File: src/rtl/pipe_seq_ctrl_pkg.sv
`default_nettype none
// ============================================================================
// Module   : pipe_seq_ctrl_pkg
// Brief    : Shared encodings and helpers for the pipeline sequencer.
// Revision : 1.0
// ============================================================================
package pipe_seq_ctrl_pkg;

    typedef logic [2:0] state_t;

    localparam int c_REG_W = 5;

    localparam state_t c_ST_IDLE   = 3'd0;
    localparam state_t c_ST_RUN    = 3'd1;
    localparam state_t c_ST_DRAIN  = 3'd2;
    localparam state_t c_ST_HALTED = 3'd3;
    localparam state_t c_ST_STEP   = 3'd4;

    localparam logic [1:0] c_BR_BEQ  = 2'b00;
    localparam logic [1:0] c_BR_BNE  = 2'b01;
    localparam logic [1:0] c_BR_BLT  = 2'b10;
    localparam logic [1:0] c_BR_NONE = 2'b11;

    localparam logic [2:0] c_DRAIN_DEPTH = 3'd4;

    function automatic logic branch_taken(
        input logic [1:0] br,
        input logic       jump,
        input logic       zero,
        input logic       lt
    );
        return jump
            | ((br == c_BR_BEQ) &  zero)
            | ((br == c_BR_BNE) & ~zero)
            | ((br == c_BR_BLT) &  lt);
    endfunction

endpackage
`default_nettype wire

File: src/rtl/pipe_hazard_detect.sv
`default_nettype none
// ============================================================================
// Module   : pipe_hazard_detect
// Brief    : Load-use hazard compare between ID/EX and IF/ID.
// Revision : 1.0
// ============================================================================
module pipe_hazard_detect
    import pipe_seq_ctrl_pkg::*;
(
    input  logic               i_idex_mem_read,
    input  logic [c_REG_W-1:0] i_idex_rd,
    input  logic [c_REG_W-1:0] i_ifid_rs1,
    input  logic [c_REG_W-1:0] i_ifid_rs2,
    input  logic               i_ifid_uses_rs2,
    output logic               o_load_use
);

    // x0 is hard-wired zero, so a load to it never creates a dependency
    assign o_load_use = i_idex_mem_read
                      & (i_idex_rd != '0)
                      & ((i_idex_rd == i_ifid_rs1)
                         | (i_ifid_uses_rs2 & (i_idex_rd == i_ifid_rs2)));

endmodule
`default_nettype wire

File: src/rtl/pipe_seq_ctrl.sv
`default_nettype none
// ============================================================================
// Module   : pipe_seq_ctrl
// Brief    : Run/halt/step sequencer with branch redirect and load-use stall.
// Revision : 1.0
// ============================================================================
module pipe_seq_ctrl
    import pipe_seq_ctrl_pkg::*;
(
    input  logic         clk,
    input  logic         reset,
    input  logic         start,
    input  logic         halt_req,
    input  logic         step_req,
    input  logic         idex_mem_read,
    input  logic [4:0]   idex_rd,
    input  logic [4:0]   ifid_rs1,
    input  logic [4:0]   ifid_rs2,
    input  logic         ifid_uses_rs2,
    input  logic [1:0]   mem_branch,
    input  logic         mem_jump,
    input  logic         mem_zero,
    input  logic         mem_lt,
    output logic         pc_write_en,
    output logic         pc_sel,
    output logic         pc_clear,
    output logic         ifid_write_en,
    output logic         ifid_flush,
    output logic         idex_flush,
    output logic         exmem_flush,
    output logic [2:0]   state,
    output logic [31:0]  cycle_cnt
);

    state_t      r_state;
    logic [2:0]  r_drain_cnt;
    logic [31:0] r_cycle_cnt;

    logic w_taken;
    logic w_load_use;
    logic w_stall;
    logic w_active;

    pipe_hazard_detect u_hazard (
        .i_idex_mem_read (idex_mem_read),
        .i_idex_rd       (idex_rd),
        .i_ifid_rs1      (ifid_rs1),
        .i_ifid_rs2      (ifid_rs2),
        .i_ifid_uses_rs2 (ifid_uses_rs2),
        .o_load_use      (w_load_use)
    );

    assign w_taken   = branch_taken(mem_branch, mem_jump, mem_zero, mem_lt);
    assign w_stall   = w_load_use & ~w_taken;
    assign state     = r_state;
    assign cycle_cnt = r_cycle_cnt;

    always_comb begin
        pc_write_en   = 1'b0;
        pc_sel        = 1'b0;
        pc_clear      = 1'b0;
        ifid_write_en = 1'b1;
        ifid_flush    = 1'b0;
        idex_flush    = 1'b0;
        exmem_flush   = 1'b0;
        w_active      = 1'b0;
        case (r_state)
            c_ST_RUN, c_ST_STEP: begin
                pc_write_en = 1'b1;
                w_active    = 1'b1;
            end
            c_ST_DRAIN: begin
                ifid_flush = 1'b1;
                w_active   = 1'b1;
            end
            c_ST_IDLE, c_ST_HALTED: begin
                pc_clear    = start;
                ifid_flush  = 1'b1;
                idex_flush  = 1'b1;
                exmem_flush = 1'b1;
            end
            default: begin
                ifid_flush  = 1'b1;
                idex_flush  = 1'b1;
                exmem_flush = 1'b1;
            end
        endcase
        // A redirect squashes the stalled instruction anyway, so it wins
        if (w_active) begin
            if (w_taken) begin
                pc_sel      = 1'b1;
                pc_write_en = 1'b1;
                ifid_flush  = 1'b1;
                idex_flush  = 1'b1;
                exmem_flush = 1'b1;
            end else if (w_load_use) begin
                pc_write_en   = 1'b0;
                ifid_write_en = 1'b0;
                ifid_flush    = 1'b0;
                idex_flush    = 1'b1;
            end
        end
    end

    always_ff @(posedge clk or posedge reset) begin
        if (reset) begin
            r_state     <= c_ST_IDLE;
            r_drain_cnt <= 3'd0;
            r_cycle_cnt <= 32'd0;
        end else begin
            case (r_state)
                c_ST_IDLE: begin
                    if (start) begin
                        r_state     <= c_ST_RUN;
                        r_cycle_cnt <= 32'd0;
                    end
                end
                c_ST_RUN: begin
                    r_cycle_cnt <= r_cycle_cnt + 32'd1;
                    if (halt_req) begin
                        r_state     <= c_ST_DRAIN;
                        r_drain_cnt <= c_DRAIN_DEPTH;
                    end
                end
                c_ST_DRAIN: begin
                    r_cycle_cnt <= r_cycle_cnt + 32'd1;
                    if (!w_stall) begin
                        if (r_drain_cnt <= 3'd1) begin
                            r_state     <= c_ST_HALTED;
                            r_drain_cnt <= 3'd0;
                        end else begin
                            r_drain_cnt <= r_drain_cnt - 3'd1;
                        end
                    end
                end
                c_ST_HALTED: begin
                    if (start) begin
                        r_state     <= c_ST_RUN;
                        r_cycle_cnt <= 32'd0;
                    end else if (step_req) begin
                        r_state <= c_ST_STEP;
                    end
                end
                c_ST_STEP: begin
                    r_cycle_cnt <= r_cycle_cnt + 32'd1;
                    if (!w_stall) begin
                        r_state     <= c_ST_DRAIN;
                        r_drain_cnt <= c_DRAIN_DEPTH;
                    end
                end
                default: begin
                    r_state <= c_ST_IDLE;
                end
            endcase
        end
    end

endmodule
`default_nettype wire
File: config.mk
export PLATFORM = sky130hd
export DESIGN_NAME = pipe_seq_ctrl
export DESIGN_NICKNAME = d
export VERILOG_FILES = /design/src/rtl/pipe_seq_ctrl_pkg.sv /design/src/rtl/pipe_hazard_detect.sv /design/src/rtl/pipe_seq_ctrl.sv
export SDC_FILE = /design/constraint.sdc
export NUM_CORES = 1
export LEC_CHECK = 0
export ABC_AREA = 1
export CORE_MARGIN = 2
export CORE_UTILIZATION = 25
export CTS_CLUSTER_DIAMETER = 120
export DETAILED_ROUTE_END_ITERATION = 10
export PLACE_DENSITY = 0.47
export SYNTH_ARGS = -nofsm -noshare
export SYNTH_HDL_FRONTEND = slang
export SYNTH_SLANG_ARGS = --single-unit
File: constraint.sdc
create_clock -name clk -period 2.3 [get_ports clk]
set_input_delay 0.23 -clock clk [delete_from_list [all_inputs] [get_ports clk]]
set_output_delay 0.23 -clock clk [all_outputs]
set_load 0.01 [all_outputs]
; Word-level counts from Yosys, hierarchy flattened
; Cells that the tools add are included.
; W data, S select, Z words.
[totals]
inputBits = 27
regBits = 38
output_inout_bits = 42
[op_classes]
order_cmp = 1
n_eq_ne = 15
n_reduce_logical = 11
addsub = 2
bitwise_logic = 13
mux = 36
[op_table]
columns = operator, n
row1 = $pmux W32 S2, 1
row2 = $mux W3, 11
row3 = $add A32 B1 Y32 const B, 1
row4 = $mux W32, 1
row5 = $mux W1, 21
row6 = $pmux W3 S5, 1
row7 = $eq A5 B5 Y1, 2
row8 = $ne A2 B2 Y1 const B, 5
row9 = $pmux W3 S3, 1
row10 = $and A1 B1 Y1, 7
row11 = $eq A3 B2 Y1 const B, 2
row12 = $reduce_and A6 Y1, 1
row13 = $reduce_bool A5 Y1, 1
row14 = $or A1 B1 Y1, 4
row15 = $reduce_and A4 Y1, 1
row16 = $reduce_or A2 Y1, 2
row17 = $eq A3 B1 Y1 const B, 1
row18 = $eq A3 B3 Y1 const B, 1
row19 = $le A3 B1 Y1 const B, 1
row20 = $logic_not A3 Y1, 1
row21 = $ne A3 B3 Y1 const B, 1
row22 = $reduce_bool A3 Y1, 1
row23 = $reduce_or A3 Y1, 1
row24 = $sub A3 B1 Y3 const B, 1
row25 = 7 further kinds, 8

; Longest topological paths before layout
[depth]
word_depth = 9
depth_mapped = 11

; By module
; A second synthesis with hierarchy kept.
[hier_totals]
cells_unflattened = 474
hier_area_um2 = 2886.5
[by_module_without_submodules]
columns = module, area_each_um2, seq_area_each_um2, n_inst, cells_per_inst
row1 = pipe_seq_ctrl, 2680.1, 950.9, 1, 422
row2 = pipe_hazard_detect, 206.4, 0.0, 1, 52

; Worst setup path after synthesis
; OpenSTA, ideal clock, no wires.
[synth_timing]
path_kind = reg-to-reg
from = reg r_cycle_cnt[0] (netlist: cycle_cnt[0])
to = reg r_cycle_cnt[30] (netlist: cycle_cnt[30])
t_arrival_ns = 1.447
path_stages_with_launch = 10
required_ns = 2.174
setup_slack_ns = 0.726
path_buffers = 0
period_less_slack_ns = 1.574
setup_time_ns = 0.126
cell_sequence = dfrtp_1 > ha_1 > nand2_1 > nor2_1 > nand2_1 > nor2_4 > nand4_1 > xor2_1 > nand2_1 > o21ai_0
[synth_between]
elab_chain_cells = 2
[synth_lines]
columns = item, line
row1 = "start, declared", pipe_seq_ctrl.sv:37  ; logic [31:0] r_cycle_cnt;
row2 = "start signal, assigned", pipe_seq_ctrl.sv:119  ; r_cycle_cnt <= r_cycle_cnt + 32'd1;
row3 = "start signal, assigned", pipe_seq_ctrl.sv:126  ; r_cycle_cnt <= r_cycle_cnt + 32'd1;
row4 = "start signal, assigned", pipe_seq_ctrl.sv:145  ; r_cycle_cnt <= r_cycle_cnt + 32'd1;
row5 = $add A32 B1 Y32, "pipe_seq_ctrl.sv:119, pipe_seq_ctrl.sv:126, pipe_seq_ctrl.sv:145"
row6 = $pmux W32 S2, pipe_seq_ctrl.sv:111  ; case (r_state)
; Every way passes these cells.
; A chain may end at the register's enable or synchronous reset.

; Worst setup path after layout
[layout_timing]
from = in idex_rd[0]
to = out idex_flush
[layout_between]
elab_chain_cells = 7
[layout_lines]
columns = item, line
row1 = "start, declared", pipe_seq_ctrl.sv:16  ; input logic [4:0] idex_rd,
row2 = $eq A5 B5 Y1, pipe_hazard_detect.sv:22  ; | (i_ifid_uses_rs2 & (i_idex_rd == i_ifid_rs2)));
row3 = $and A1 B1 Y1, pipe_hazard_detect.sv:22
row4 = $or A1 B1 Y1, pipe_hazard_detect.sv:22
row5 = $and A1 B1 Y1 (*), pipe_hazard_detect.sv:21  ; & ((i_idex_rd == i_ifid_rs1)
row6 = $mux W1 (*), pipe_seq_ctrl.sv:96  ; end else if (w_load_use) begin
row7 = $mux W1 (*), pipe_seq_ctrl.sv:90  ; if (w_taken) begin
row8 = $mux W1 (*), pipe_seq_ctrl.sv:89  ; if (w_active) begin
row9 = "end, declared", pipe_seq_ctrl.sv:29  ; output logic idex_flush,
; Mark *: on every way between the ends. The rest lies on a longest branch, timed or not.

==> out/results.tsv <==
stage	metric	value	unit
detailed_routing	# DRC	0	
synth	mux contribution to synthesized area	0	
min_path	Worst Hold Class	in2async	
timing	f_max	454	MHz
final_layout	commonest non-fill, non-tap cell in the layout	nand2_1	
global_route	vias in the first global route	2573	
floorplan	die height	107	µm
detailed_routing	drt pass-1 iters	4	
clock_tree	H-tree levels	2	
detailed_routing	Vias/cell	4.42	
synth	Yosys cell types	45	
synth	Synth Area in XOR/XNOR	0.0165	
floorplan	Ports	69	
power_and_ir_drop	Pleak	1.63	nW
synth	post-synth top area cell	dfrtp_1	
clock_tree	clock sinks	38	
timing	final hold slack	0.356	ns
worst_setup_path	Worst Path Arrival	1.98	ns
clock_tree	postcts setup bufs	0	
worst_setup_path	critical path required time	2.07	ns
synth	Mean Syn Cell Area	7.08	µm²
synth	EDFF count, synth	0	
synth	synthesis-stage register bit count	38	
final_layout	fraction of layout cells with a size suffix above 1	0.115	
synth	register area share after synthesis	0.357	
final_layout	commonest non-fill, non-tap cells in the layout	97 x nand2_1, 64 x clkdlybuf4s50_1, 63 x inv_1	
timing	Final Hold Vio Count	0	
synth	mapped cell area	0.00266	mm²
final_layout	antenna cells	0	
synth	largest cells by area after synthesis	dfrtp_1 36%, nand2_1 14%, inv_1 8.9%	
global_route	initial antenna violation count	0	
timing	fin. max-slew vios	0	
synth	synth warn	0	
clock_tree	CTS Buf Count	5	
synth	Post-Syn Nets	405	
detailed_routing	Vias	2605	
synth	post-synthesis instance total	376	
floorplan	Core ar.	0.0103	mm²
timing	fin crit period	2.21	ns
clock_tree	worst skew pair latency	0.29	ns
synth	largest family of logic cells by synthesized area	simple AND/OR/NAND/NOR gates	
synth	Compound-Gate Fraction of Synth Area	0.110	
global_route	first-pass GRT wire length	12300	µm
place	port bufs	68	
outcome	outcome	finished, final reports clean	
global_route	GRT Util Overall	0.133	
timing	Final Setup Violations	0	
detailed_routing	remaining antenna violation count	0	
final_layout	fin nets	481	
place	final HPWL from detailed placement	5810	µm
synth	Simple-Gate Fraction of Synth Area	0.403	
timing	setup TNS	0	ns
synth	adder and majority gate portion of the synthesized area	0.00940	
floorplan	Die Area	0.0115	mm²
worst_setup_path	CP startpoint kind	input port	
detailed_routing	DRT Wirelength	7340	µm
global_route	GR Overflow Total	0	
clock_tree	Clock Pin Slew Worst Setup and Hold Paths	0.08	ns
global_route	largest net degree at the start of global routing	39	
clock_tree	TritonCTS clock tree	yes	
timing	Final period util	0.959	
detailed_routing	DRT iter0 DRCs	80	
synth	ys flop type	dfrtp_1	
place	Placer Congestion	0.777	
final_layout	Area Growth Syn to Fin	37.0	%
power_and_ir_drop	VDD IR-drop max	310	µV
power_and_ir_drop	Pwr per Cell Area	768	mW/mm²
detailed_routing	Routed wire per std cell	12.5	µm
worst_setup_path	nature of the critical path endpoint	primary output	
timing	RSZ-0062 raised after global routing	no	
timing	Worst Clk Skew	0.00854	ns
flow_run	max cap viols	0	
floorplan	initial core utilization	0.258	
worst_setup_path	worst-path maximum fanout	4	
floorplan	Die W	107	µm
worst_setup_path	crit path kind	in2out	
synth	top-area cell type share of the netlist area	0.357	
timing	slew margin rel.	0.670	
synth	Async S/R FF share, synth	1.00	
clock_tree	Bufs on Longest Clock Path	2	
timing	Tightest Pin Transition	0.494	ns
floorplan	Site Rows	37	
clock_tree	clock tree root buffer cell	clkbuf_8	
-- registers in the layout, summed over array words and instances, names as in the netlist --
register / cells
r_drain_cnt: 3
state: 3
cycle_cnt: 32
-- final timing paths --
check / startpoint / to / slack (ns) / depth (start not counted)
worst max-delay path: idex_rd[0] / idex_flush / 0.09 / 10
max in group asynchronous: reset / state[2] / 1.58 / 3
worst min register to register: cycle_cnt[3] / cycle_cnt[3] / 0.53 / 1
worst max register to register: cycle_cnt[0] / cycle_cnt[30] / 0.54 / 9
worst min-delay path: reset / cycle_cnt[27] / 0.36 / 3
min in group clk: cycle_cnt[3] / cycle_cnt[3] / 0.53 / 1
-- where the power goes --
part	leakage (nW)	total (mW)	switching [mW]	internal, mW
Clock	0.0482	0.479	0.237	0.242
Combinational	1.07	1.41	0.832	0.575
Sequential	0.515	0.914	0.139	0.775
Total	1.63	2.80	1.21	1.59
-- worst max-delay path, cell delays in order --
cell and delay, ns:
clkdlybuf4s50_1 0.52, inv_1 0.07, nand2_1 0.06, nand2_1 0.05
nor2_1 0.12, nand3_1 0.11, a21oi_2 0.17, inv_1 0.06
nand2_1 0.05, clkdlybuf4s50_1 0.52
-- timing repair --
item / 4_1_cts / 5_1_grt
endpoints found under the setup margin: 0 / 6
gates resized for setup: 0 / 11
endpoints found under the hold margin: 0 / 0
hold buffers: 0 / 0
-- cell type report --
cell class                      instances  area, µm²
Fill cell                            1098       6680
Multi-Input combinational cell        269       1460
Sequential cell                        38        955
Timing Repair Buffer                   72        721
Inverter                               66        253
Tap cell                              136        170
Clock buffer                            7       86.3
Clock inverter                          1       5.00
-- stage by stage --
step / util / instances / setup slack [ns] / power, mW / instance area [µm²]
floorplan: - / 376 / 0.726 / 1.77 / 2660
global placement: 0.341 / 581 / 0.00502 / 2.34 / 3520
detailed placement: 0.341 / 581 / 0.0204 / 2.35 / 3520
CTS: 0.350 / 589 / 0.0102 / 2.85 / 3610
global route: 0.353 / 589 / 0.0165 / 3.04 / 3640
finish: 0.353 / 589 / 0.0950 / 2.80 / 3640
-- kinds of logic after synthesis --
| group | count (synthesis) |
|---|---|
| simple gates | 211 |
| buf+inv | 69 |
| compound gates | 51 |
| flops | 38 |
| xor+xnor | 5 |
| fa+ha+maj | 2 |
-- metal layers --
layer  part of all wire  track usage  routed length (µm)
met1               0.49        0.182                3570
met2               0.48        0.223                3530
met3              0.026       0.0207                 191
met4             0.0052       0.0250                  38
met5                  0            0                   0
-- Yosys cell counts (2+ instances only) --
cell type  instances
a21oi_1           16
dfrtp_1           38
ha_1               2
inv_1             63
inv_2              2
nand2_1           97
nand2_2            5
nand3_1           14
nand3_2            5
nand4_1           10
nand4_2            2
nor2_1            35
nor2_2             5
nor2_4             2
nor3_1            19
nor3_2             4
nor4_1             2
o21a_1             4
o21ai_0           16
o21ai_1            6
o22ai_1            2
xnor2_1            2
xor2_1             3
Power figures use the tool's default switching activity.
